### src/rtl/dsa_pkg.sv
// -----------------------------------------------------------------------------
// dsa_pkg
// Shared definitions for the bilinear-scaling DSA run controller:
//   - run_state_e : run controller state encoding
//   - MODE_SEQ / MODE_SIMD4 : core select values
//   - CFG_W : width of each configuration field
//   - cfg_valid() : configuration sanity check used at accept time
// -----------------------------------------------------------------------------
package dsa_pkg;

  localparam int CFG_W = 16;

  localparam logic MODE_SEQ   = 1'b0;
  localparam logic MODE_SIMD4 = 1'b1;

  typedef enum logic [2:0] {
    RST_CLEAR = 3'd0,
    IDLE      = 3'd1,
    CLEAR     = 3'd2,
    ARM       = 3'd3,
    RUN       = 3'd4,
    DONE      = 3'd5,
    ERR       = 3'd6
  } run_state_e;

  // A run is legal when the image is non-empty, the scale is non-zero and the
  // output image fits in mem_out. The product is formed at 32 bits so that
  // 16x16-bit operands cannot wrap.
  function automatic logic cfg_valid(
    input logic [CFG_W-1:0] w,
    input logic [CFG_W-1:0] h,
    input logic [CFG_W-1:0] scale,
    input logic [31:0]      max_pix
  );
    logic [31:0] prod;
    prod = 32'(w) * 32'(h);
    return (w != {CFG_W{1'b0}}) && (h != {CFG_W{1'b0}}) &&
           (scale != {CFG_W{1'b0}}) && (prod <= max_pix);
  endfunction

endpackage

### src/rtl/mem_clear_sweeper.sv
// -----------------------------------------------------------------------------
// mem_clear_sweeper
// Walks every mem_out address once, writing zero, after a go pulse.
// Ports:
//   clk_50 : system clock
//   rst_n  : asynchronous active-low reset
//   go     : (re)start the sweep at address 0 on the next edge
//   we     : write enable, high for 2^AW consecutive cycles
//   addr   : address being cleared, 0 .. 2^AW-1
//   last   : high in the cycle that writes the top address
// All outputs are decodes of local registers only.
// -----------------------------------------------------------------------------
module mem_clear_sweeper #(
  parameter int AW = 12
) (
  input  logic          clk_50,
  input  logic          rst_n,
  input  logic          go,
  output logic          we,
  output logic [AW-1:0] addr,
  output logic          last
);

  localparam logic [AW-1:0] ADDR_MAX  = {AW{1'b1}};
  localparam logic [AW-1:0] ADDR_ZERO = {AW{1'b0}};

  logic          active_r;
  logic [AW-1:0] addr_r;

  // Sweep engine: go starts at address 0, then one address per cycle to the top.
  always_ff @(posedge clk_50 or negedge rst_n) begin
    if (!rst_n) begin
      active_r <= 1'b0;
      addr_r   <= ADDR_ZERO;
    end else if (go) begin
      active_r <= 1'b1;
      addr_r   <= ADDR_ZERO;
    end else if (active_r) begin
      if (addr_r == ADDR_MAX) begin
        active_r <= 1'b0;
        addr_r   <= ADDR_ZERO;
      end else begin
        active_r <= 1'b1;
        addr_r   <= addr_r + AW'(1);
      end
    end else begin
      active_r <= 1'b0;
      addr_r   <= addr_r;
    end
  end

  assign we   = active_r;
  assign addr = addr_r;
  assign last = active_r && (addr_r == ADDR_MAX);

endmodule

### src/rtl/dsa_run_ctrl.sv
// -----------------------------------------------------------------------------
// dsa_run_ctrl
// Run controller for the bilinear-scaling DSA. Per run it latches and checks
// the configuration, clears mem_out, fires a one-cycle start at the selected
// core and times the run against a watchdog.
// Ports:
//   clk_50, rst_n                    : clock, asynchronous active-low reset
//   start_req                        : start pulse from the debounced switch
//   mode_simd_req                    : core select request (0 SEQ, 1 SIMD4)
//   in_w_cfg, in_h_cfg, scale_q88_cfg: raw configuration
//   in_w_lat, in_h_lat, scale_lat    : configuration captured at accept
//   mode_simd_eff                    : core select captured at accept
//   clr_we, clr_addr, clear_active   : mem_out clear port (data is zero)
//   start_seq, start_simd            : one-cycle core start pulses
//   done_seq, done_simd              : core completion (pulse or level)
//   busy, done                       : status (CLEAR/ARM/RUN, DONE)
//   cfg_err, timeout_err             : sticky until the next accepted start
//   run_cycles                       : RUN cycles of the last run
// Every output comes straight from a register.
// -----------------------------------------------------------------------------
module dsa_run_ctrl
  import dsa_pkg::*;
#(
  parameter int AW          = 12,
  parameter int CW          = 32,
  parameter int TIMEOUT_CYC = 10_000_000
) (
  input  logic             clk_50,
  input  logic             rst_n,
  input  logic             start_req,
  input  logic             mode_simd_req,
  input  logic [CFG_W-1:0] in_w_cfg,
  input  logic [CFG_W-1:0] in_h_cfg,
  input  logic [CFG_W-1:0] scale_q88_cfg,
  output logic [CFG_W-1:0] in_w_lat,
  output logic [CFG_W-1:0] in_h_lat,
  output logic [CFG_W-1:0] scale_lat,
  output logic             mode_simd_eff,
  output logic             clr_we,
  output logic [AW-1:0]    clr_addr,
  output logic             clear_active,
  output logic             start_seq,
  output logic             start_simd,
  input  logic             done_seq,
  input  logic             done_simd,
  output logic             busy,
  output logic             done,
  output logic             cfg_err,
  output logic             timeout_err,
  output logic [CW-1:0]    run_cycles
);

  localparam logic [31:0]   MAX_PIX   = 32'd1 << AW;
  localparam logic [CW-1:0] TIMEOUT_V = CW'(TIMEOUT_CYC);

  run_state_e       state_r;
  run_state_e       state_s;

  logic [CFG_W-1:0] in_w_r;
  logic [CFG_W-1:0] in_h_r;
  logic [CFG_W-1:0] scale_r;
  logic             mode_r;

  logic             busy_r;
  logic             done_r;
  logic             start_seq_r;
  logic             start_simd_r;
  logic             cfg_err_r;
  logic             timeout_err_r;
  logic [CW-1:0]    run_cycles_r;

  logic             accept_s;
  logic             cfg_ok_s;
  logic             done_sel_s;
  logic             timeout_hit_s;
  logic             sweep_go_s;
  logic             sweep_we_s;
  logic [AW-1:0]    sweep_addr_s;
  logic             sweep_last_s;

  // Starts are only taken when the controller is at rest.
  assign accept_s = start_req &&
                    ((state_r == IDLE) || (state_r == DONE) || (state_r == ERR));

  // The check is applied to the values being captured on this very edge, so
  // the verdict is known in the accept cycle and an illegal run never starts
  // a clear sweep.
  assign cfg_ok_s = cfg_valid(in_w_cfg, in_h_cfg, scale_q88_cfg, MAX_PIX);

  // Only the core that was actually started is listened to.
  assign done_sel_s    = (mode_r == MODE_SIMD4) ? done_simd : done_seq;
  assign timeout_hit_s = (run_cycles_r == TIMEOUT_V);

  // Power-up sweep kicks off once the sweeper is idle in RST_CLEAR; a run
  // sweep is kicked off by a legal accept.
  assign sweep_go_s = ((state_r == RST_CLEAR) && !sweep_we_s) ||
                      (accept_s && cfg_ok_s);

  mem_clear_sweeper #(
    .AW (AW)
  ) u_sweeper (
    .clk_50 (clk_50),
    .rst_n  (rst_n),
    .go     (sweep_go_s),
    .we     (sweep_we_s),
    .addr   (sweep_addr_s),
    .last   (sweep_last_s)
  );

  // State register.
  always_ff @(posedge clk_50 or negedge rst_n) begin
    if (!rst_n) begin
      state_r <= RST_CLEAR;
    end else begin
      state_r <= state_s;
    end
  end

  // Next-state decode.
  always_comb begin
    state_s = state_r;
    case (state_r)
      RST_CLEAR: begin
        if (sweep_last_s) state_s = IDLE;
        else              state_s = RST_CLEAR;
      end
      IDLE, DONE, ERR: begin
        if (accept_s) begin
          if (cfg_ok_s) state_s = CLEAR;
          else          state_s = ERR;
        end else begin
          state_s = state_r;
        end
      end
      CLEAR: begin
        if (sweep_last_s) state_s = ARM;
        else              state_s = CLEAR;
      end
      ARM: begin
        state_s = RUN;
      end
      RUN: begin
        // A completion in the same cycle as the watchdog expiry counts as done.
        if (done_sel_s)         state_s = DONE;
        else if (timeout_hit_s) state_s = ERR;
        else                    state_s = RUN;
      end
      default: begin
        state_s = RST_CLEAR;
      end
    endcase
  end

  // Status and start pulses, registered from the next state.
  always_ff @(posedge clk_50 or negedge rst_n) begin
    if (!rst_n) begin
      busy_r       <= 1'b0;
      done_r       <= 1'b0;
      start_seq_r  <= 1'b0;
      start_simd_r <= 1'b0;
    end else begin
      busy_r       <= (state_s == CLEAR) || (state_s == ARM) || (state_s == RUN);
      done_r       <= (state_s == DONE);
      start_seq_r  <= (state_r == CLEAR) && (state_s == ARM) && (mode_r == MODE_SEQ);
      start_simd_r <= (state_r == CLEAR) && (state_s == ARM) && (mode_r == MODE_SIMD4);
    end
  end

  // Configuration capture; held for the whole run regardless of the inputs.
  always_ff @(posedge clk_50 or negedge rst_n) begin
    if (!rst_n) begin
      in_w_r  <= {CFG_W{1'b0}};
      in_h_r  <= {CFG_W{1'b0}};
      scale_r <= {CFG_W{1'b0}};
      mode_r  <= MODE_SEQ;
    end else if (accept_s) begin
      in_w_r  <= in_w_cfg;
      in_h_r  <= in_h_cfg;
      scale_r <= scale_q88_cfg;
      mode_r  <= mode_simd_req;
    end else begin
      in_w_r  <= in_w_r;
      in_h_r  <= in_h_r;
      scale_r <= scale_r;
      mode_r  <= mode_r;
    end
  end

  // Error flags and cycle counter; cleared on accept, otherwise sticky/held.
  always_ff @(posedge clk_50 or negedge rst_n) begin
    if (!rst_n) begin
      cfg_err_r     <= 1'b0;
      timeout_err_r <= 1'b0;
      run_cycles_r  <= {CW{1'b0}};
    end else if (accept_s) begin
      cfg_err_r     <= !cfg_ok_s;
      timeout_err_r <= 1'b0;
      run_cycles_r  <= {CW{1'b0}};
    end else begin
      cfg_err_r <= cfg_err_r;
      // The count advances on entry to RUN and on every RUN cycle that stays
      // in RUN, so it reads k during the k-th RUN cycle and then holds.
      if ((state_r == ARM) || ((state_r == RUN) && (state_s == RUN))) begin
        run_cycles_r <= run_cycles_r + CW'(1);
      end else begin
        run_cycles_r <= run_cycles_r;
      end
      if ((state_r == RUN) && (state_s == ERR)) begin
        timeout_err_r <= 1'b1;
      end else begin
        timeout_err_r <= timeout_err_r;
      end
    end
  end

  assign in_w_lat      = in_w_r;
  assign in_h_lat      = in_h_r;
  assign scale_lat     = scale_r;
  assign mode_simd_eff = mode_r;
  assign clr_we        = sweep_we_s;
  assign clr_addr      = sweep_addr_s;
  assign clear_active  = sweep_we_s;
  assign start_seq     = start_seq_r;
  assign start_simd    = start_simd_r;
  assign busy          = busy_r;
  assign done          = done_r;
  assign cfg_err       = cfg_err_r;
  assign timeout_err   = timeout_err_r;
  assign run_cycles    = run_cycles_r;

endmodule
### config.mk
export PLATFORM = sky130hd
export DESIGN_NAME = dsa_run_ctrl
export DESIGN_NICKNAME = d
export VERILOG_FILES = /design/src/rtl/dsa_pkg.sv /design/src/rtl/mem_clear_sweeper.sv /design/src/rtl/dsa_run_ctrl.sv
export SDC_FILE = /design/constraint.sdc
export NUM_CORES = 1
export LEC_CHECK = 0
export CAP_MARGIN = 15
export CORE_MARGIN = 2
export CORE_UTILIZATION = 60
export DETAILED_ROUTE_END_ITERATION = 8
export GPL_TIMING_DRIVEN = 0
export PLACE_DENSITY_LB_ADDON = 0.12
export REMOVE_ABC_BUFFERS = 1
export SYNTH_ARGS = -nofsm -noshare
export SYNTH_HDL_FRONTEND = slang
export SYNTH_SLANG_ARGS = --single-unit
### constraint.sdc
create_clock -name clk_50 -period 5.3 [get_ports clk_50]
set_input_delay 1.06 -clock clk_50 [delete_from_list [all_inputs] [get_ports clk_50]]
set_output_delay 1.06 -clock clk_50 [all_outputs]
set_load 0.005 [all_outputs]
Yosys cells after proc, flatten, opt, wreduce, memory -nomap -nowiden
Cells that the tools add are included.
{"block": "word_totals", "register_bits": 103, "in_bits": 54, "output_inout_bits": 101, "word_cells": 78}
{"block": "op_classes", "addsub": 2, "n_mul": 1, "magnitude_cmp": 1, "n_eq_ne": 13, "muxes": 18, "bitwise_logic": 1, "reduce_logical": 28}
{"cell": "$mux 32", "n": 2}
{"cell": "$reduce_bool 16->1", "n": 3}
{"cell": "$mux 12", "n": 3}
{"cell": "$add 32x1->32 const B", "n": 1}
{"cell": "$eq 32x24->1 const B", "n": 1}
{"cell": "$le 32x13->1 const B", "n": 1}
{"cell": "$mul 16x16->32", "n": 1}
{"cell": "$eq 3x3->1 const B", "n": 6}
{"cell": "$pmux 3 s5", "n": 1}
{"cell": "$add 12x1->12 const B", "n": 1}
{"cell": "$eq 12x12->1 const B", "n": 1}
{"cell": "$eq 3x2->1 const B", "n": 4}
{"cell": "$logic_and 1x1->1", "n": 12}
{"cell": "$mux 1", "n": 8}
{"cell": "$logic_or 1x1->1", "n": 6}
{"cell": "$mux 3", "n": 2}
{"cell": "$reduce_bool 2->1", "n": 3}
{"cell": "$mux 2", "n": 2}
{"cell": "$eq 3x1->1 const B", "n": 1}
{"cell": "$logic_not 3->1", "n": 1}
{"cell": "$reduce_or 3->1", "n": 1}
{"cell": "$logic_not 1->1", "n": 2}
{"cell": "$not 1->1", "n": 1}

Logic depth before layout (Yosys ltp)
{"block": "depth", "depth_word": 12, "depth_mapped": 26, "ltp_nobuf": 23}

Modules after synthesis
A second synthesis with hierarchy kept.
{"block": "unflattened", "hier_cells": 1591, "area_unflattened_um2": 13699.4}
{"mod": "dsa_run_ctrl", "n_inst": 1, "cells_per_inst": 1516, "area_per_inst_um2": 12982.5, "seq_area_each_um2": 2252.2}
{"mod": "mem_clear_sweeper", "n_inst": 1, "cells_per_inst": 75, "area_per_inst_um2": 716.9, "seq_area_each_um2": 325.3}

Worst setup path before layout
Ideal clock, no wire load.
{"block": "synth_timing", "kind": "input port to flip-flop", "start": "input port in_w_cfg[7]", "end": "register state_r[2]", "setup_time_ps": 126, "arrival_time_ps": 7255, "t_required_ps": 5174, "path_slack_ps": -2081, "stages": 24, "path_buffers": 4, "path_cell_list": "clkbuf_1 -> clkbuf_1 -> nand2_1 -> fa_1 -> inv_1 -> fa_1 -> fa_1 -> fa_1 -> fa_1 -> inv_1 -> fa_1 -> inv_1 -> ha_1 -> buf_2 -> a21oi_1 -> nor2_1 -> or4_1 -> nor4_1 -> and4_1 -> nor4b_2 -> nand4b_1 -> nor4_4 -> buf_4 -> nor3_1"}
{"block": "synth_via", "elab_chain_cells": 7, "word_cells_on_any_way": 9, "cone_classes": "1 x mul; 1 x order compare; 3 x mux; 4 x reduce/logical"}
{"element": "start: declaration", "line_no": "dsa_run_ctrl.sv:32", "rtl": "input logic [CFG_W-1:0] in_w_cfg,"}
{"element": "branches (longest 3 deep; another with $mul 16x16->32)"}
{"element": "$logic_and 1x1->1 *", "line_no": "dsa_pkg.sv:38", "rtl": "(scale != {CFG_W{1'b0}}) && (prod <= max_pix);"}
{"element": "$mux 3 *", "line_no": "dsa_run_ctrl.sv:129", "rtl": "if (cfg_ok_s) state_s = CLEAR;"}
{"element": "$mux 3 *", "line_no": "dsa_run_ctrl.sv:128", "rtl": "if (accept_s) begin"}
{"element": "$pmux 3 s5 *", "line_no": "dsa_run_ctrl.sv:122", "rtl": "case (state_r)"}
{"element": "named net state_s[2]", "line_no": "dsa_run_ctrl.sv:57", "rtl": "run_state_e state_s;"}
{"element": "end signal: assignment", "line_no": "dsa_run_ctrl.sv:115", "rtl": "state_r <= state_s;"}
{"element": "end: declaration", "line_no": "dsa_run_ctrl.sv:56", "rtl": "run_state_e state_r;"}
Mark *: on every way through the listed nets, which the timed path passes.
A chain may end at the register's enable or synchronous reset.

Worst setup path in the final report
{"block": "layout_timing", "start": "input port in_h_cfg[5]", "end": "register u_sweeper.active_r (netlist: u_sweeper.we)"}
{"block": "layout_via", "elab_chain_cells": 7, "word_cells_on_any_way": 9, "cone_classes": "1 x mul; 1 x order compare; 1 x mux; 6 x reduce/logical"}
{"element": "start: declaration", "line_no": "dsa_run_ctrl.sv:33", "rtl": "input logic [CFG_W-1:0] in_h_cfg,"}
{"element": "branches (longest 3 deep; another with $mul 16x16->32)"}
{"element": "$logic_and 1x1->1 *", "line_no": "dsa_pkg.sv:38"}
{"element": "$logic_and 1x1->1 *", "line_no": "dsa_run_ctrl.sv:97", "rtl": "(accept_s && cfg_ok_s);"}
{"element": "$logic_or 1x1->1 *", "line_no": "dsa_run_ctrl.sv:96", "rtl": "assign sweep_go_s = ((state_r == RST_CLEAR) && !sweep_we_s) ||"}
{"element": "$mux 1 *", "line_no": "mem_clear_sweeper.sv:35", "rtl": "end else if (go) begin"}
{"element": "end signal: assignment", "line_no": "mem_clear_sweeper.sv:33", "rtl": "active_r <= 1'b0;"}
{"element": "end signal: assignment", "line_no": "mem_clear_sweeper.sv:36", "rtl": "active_r <= 1'b1;"}
{"element": "end signal: assignment", "line_no": "mem_clear_sweeper.sv:40", "rtl": "active_r <= 1'b0;"}
{"element": "end: declaration", "line_no": "mem_clear_sweeper.sv:27", "rtl": "logic active_r;"}
Every way passes the cells marked *.

==> results by stage <==
CTS:
- Clock tree synthesis inserted a total of 9 buffers.
- Counting along the longest clock path gives a buffer depth of 2.
- The post-CTS clock slew at the launch and capture registers of the worst setup and hold paths is 0.08 ns.
- The clock reaches the later pin of the worst-skew pair after 0.36 ns.
- Clock tree synthesis selected as its root buffer the cell sky130_fd_sc_hd__clkbuf_16.
- The TritonCTS clock tree is built.
- The clock net in this run drives a total of 103 sinks.
- The H-tree depth is 3.

Critical path:
- Data on the critical path arrives at its endpoint at 7.04 ns.
- The critical-path maximum fanout is 12.
- The worst setup path is of the input pin to flip-flop kind.
- The startpoint class of the critical path is an input pin.
- At the worst endpoint, the required time is 5.59 ns.
- The kind of end point of the critical path is a flip-flop.

Finish:
- The number of cells in the finished layout apart from fillers is 2052.
- The final net count is 2117.
- After filler insertion, the fill cell instance count of the layout stands at 1579.
- Compared with the post-synthesis result, the final layout area differs by 24.5%.
- In the final layout, the share of cells above drive strength 1 is 12.6%.
- The library cell used most frequently in the layout, excluding fill and tap cells, is sky130_fd_sc_hd__nand2_1.
- The sequential cells in the finished layout cover a total of 0.00258 mm2.
- The utilization after layout is 75.6%.
- The number of inserted diodes is 0.
- Summing all multi-input logic gate instances after layout gives 0.0104 mm2.
- In the layout the commonest cells are 368 x sky130_fd_sc_hd__nand2_1, 210 x sky130_fd_sc_hd__inv_1, 188 x sky130_fd_sc_hd__fa_1.

Floorplan:
- The starting utilization of the core area is 60.7%.
- The horizontal extent of the die is 155 um.
- The core region area is 0.0225 mm2.
- The number of placement rows is 55.
- The floorplan step defined a die boundary enclosing 0.0240 mm2.
- The die is 155 um tall.
- Pin placement for this block handled 155 I/O pins.

Routing:
- The routed length on met1 is 14500 um.
- Routed signal wires occupy layers up through met4.
- The wire length on met2 is 19100 um.
- Once detail routing completed, the nets flagged for antenna violations numbered 0.
- The detailed-route wire length is 37800 um.
- The ratio of routed vias to standard cells is 5.78.
- The number of vias in the routed layout is 11864.
- The average wire per cell in the routed design is 18.4 um.
- After detailed routing, the number of remaining DRC violations is 0.
- The DRC violation total after the first TritonRoute iteration is 896.
- The met3 wire length is 3110 um.
- The detailed-routing iteration count for the pre-antenna-repair pass is 5.

Global routing:
- The pin count of the biggest net entering global routing is 85.
- The global-route wire length before repair is 62500 um.
- The number of global-route vias before repair is 12380.
- In the global route stage, overall resource usage came out at 32.9%.
- The initial antenna violation count is 0.
- The total overflow left after global routing is 0.

STA:
- The maximum clock frequency is 148 MHz.
- The final max-slew violation count is 0.
- The clock arrives with 0.0154 ns of skew.
- The final count of hold timing violations was 0.
- The measured slew at the worst slew-check pin is 0.925 ns.
- The final total negative setup slack is -22.44 ns.
- Setup violations remaining at the end of the flow were counted as 16.
- Counting I/O delays and the setup requirement, the final critical path takes 6.75 ns.
- The worst slew slack as a fraction of its limit is 38.3%.
- Dividing the final minimum period by the clock period gives 127%.
- Setup repair after global routing could not meet its margin everywhere.
- The final critical-path setup slack is -1.45 ns.

Yosys:
- In the synthesized netlist the async set-or-reset flop fraction comes to 100%.
- The share of synthesized area occupied by flip-flops and latches is 18.9%.
- The number of flops mapped to enable cells by yosys is 0.
- Synthesis instantiated 66 different standard cells from the library.
- The main flop type after synthesis is sky130_fd_sc_hd__dfrtp_1.
- Summed over all instances, the cell type with the most area after synthesis is sky130_fd_sc_hd__fa_1.
- The post-synthesis area per instance is 8.50 um2.
- Counting flops and latches in the post-synthesis netlist gives 103.
- The area fraction of the dominant cell type after synthesis is 28.4%.
- The synthesized cell area is 0.0137 mm2.
- Yosys attributes the largest share of cell area to sky130_fd_sc_hd__fa_1 28%, sky130_fd_sc_hd__dfrtp_1 19%, sky130_fd_sc_hd__nand2_1 10%.
- During synthesis, Yosys emitted a total of 0 warnings.
- Synthesis produced 1607 cells.

Place:
- The total of buffers placed on input and output ports is 154.
- In this run, placement finished with an instance count of 1967.
- The last weighted congestion value of the routability-driven placer is 0.975.
- The HPWL after detailed placement is 25800 um.

Hold path:
- The min-delay analysis places its worst path in the category flip-flop to flip-flop.

Job:
- The max-capacitance violation count is 0.

Outcome:
- The run finished, with violations left.
- The checks that failed: negative setup slack.
==> cell families (layout without fill, tap and decap cells) <==
| group | Yosys count | after routing | share of synthesized area (%) |
|---|---|---|---|
| and+or+nand+nor | 693 | 693 | 23.6 |
| DFF | 103 | 103 | 18.9 |
| AOI/OAI and AO/OA | 155 | 155 | 7.46 |
| adders and majority gates | 301 | 301 | 38.2 |
| xor gates and xnor gates | 41 | 41 | 2.63 |
| buffers and inverters | 305 | 465 | 8.53 |
| muxes | 9 | 9 | 0.678 |
==> state kept, by name (all words and copies together) (netlist names) <==
signal and count:
u_sweeper.addr 12, busy 1, state_r 3, start_simd 1, in_w_lat 16, mode_simd_eff 1
done 1, u_sweeper.we 1, run_cycles 32, timeout_err 1, cfg_err 1, scale_lat 16
in_h_lat 16, start_seq 1
==> final timing paths <==
kind / startpoint / to / slack [ns] / cells past startpoint
max: in_h_cfg[5] / u_sweeper.we / -1.45 / 24
min: scale_lat[5] / scale_lat[5] / 0.48 / 2
max reg2reg: state_r[0] / u_sweeper.we / 1.57 / 11
min reg2reg: scale_lat[5] / scale_lat[5] / 0.48 / 2
max in group asynchronous: rst_n / scale_lat[6] / 3.90 / 2
min in group asynchronous: rst_n / u_sweeper.addr[6] / 0.69 / 1
==> critical path: stages <==
cell,delay (ns)
sky130_fd_sc_hd__buf_16,0.13
sky130_fd_sc_hd__and2_4,0.16
sky130_fd_sc_hd__fa_1,0.54
sky130_fd_sc_hd__inv_2,0.04
sky130_fd_sc_hd__fa_1,0.44
sky130_fd_sc_hd__fa_1,0.50
sky130_fd_sc_hd__inv_2,0.04
sky130_fd_sc_hd__fa_1,0.51
sky130_fd_sc_hd__fa_1,0.52
sky130_fd_sc_hd__inv_1,0.05
sky130_fd_sc_hd__fa_1,0.51
sky130_fd_sc_hd__inv_2,0.05
sky130_fd_sc_hd__ha_4,0.28
sky130_fd_sc_hd__buf_6,0.11
sky130_fd_sc_hd__nor3_1,0.07
sky130_fd_sc_hd__or4_4,0.56
sky130_fd_sc_hd__nor4_4,0.20
sky130_fd_sc_hd__and4_1,0.24
sky130_fd_sc_hd__nor4b_2,0.19
sky130_fd_sc_hd__nand4b_1,0.19
sky130_fd_sc_hd__nor4_4,0.18
sky130_fd_sc_hd__buf_6,0.16
sky130_fd_sc_hd__or2_4,0.16
sky130_fd_sc_hd__nand2b_1,0.12
==> cell type report <==
cell class,count,share of cell area [%]
sequential,103,15.1
clock inverter,7,0.603
timing repair buffer,225,14.8
multi-input combinational,1199,61.1
inverter,224,4.94
tap,285,2.10
clock buffer,9,1.32
==> what timing repair did <==
action / 4_1_cts / 5_1_grt
buffers inserted: 55 / 12
gates cloned: 3 / 0
hold buffers: 0 / 0
endpoints found under the setup margin: 16 / 16
pin swaps: 71 / 20
gates resized for setup: 362 / 31
==> layer usage <==
layer / vias up / track usage (%)
met3: 79 / 6.99
met4: 0 / 10.3
li1: 5382 / -
met5: - / 0
met2: 537 / 57.1
met1: 5866 / 41.4
==> cell usage after synthesis (18+ instances only) <==
master / instances
sky130_fd_sc_hd__nand4_1: 18
sky130_fd_sc_hd__dfrtp_1: 103
sky130_fd_sc_hd__a21oi_1: 46
sky130_fd_sc_hd__ha_1: 107
sky130_fd_sc_hd__inv_1: 224
sky130_fd_sc_hd__nand3_1: 25
sky130_fd_sc_hd__nor4_1: 19
sky130_fd_sc_hd__o21ai_0: 27
sky130_fd_sc_hd__nor2_1: 76
sky130_fd_sc_hd__nand2_1: 376
sky130_fd_sc_hd__clkbuf_1: 68
sky130_fd_sc_hd__fa_1: 194
sky130_fd_sc_hd__xor2_1: 30
sky130_fd_sc_hd__and2_1: 97
==> stage by stage <==
| step | worst slack [ns] | cell area (um2) | hold slack, ns |
|---|---|---|---|
| 3_5_place_dp | -4.18 | 15300 | 0.463 |
| 3_3_place_gp | -4.10 | 15200 | 0.458 |
| 5_1_grt | -1.70 | 17000 | 0.491 |
| 4_1_cts | -1.36 | 16800 | 0.481 |
| 6_report | -1.45 | 17000 | 0.477 |
| 2_1_floorplan | -2.00 | 13300 | 0.470 |
Power is left out: the tool's default activity adds up to more than one toggle a clock period on the data nets, which glitch-free logic cannot reach.
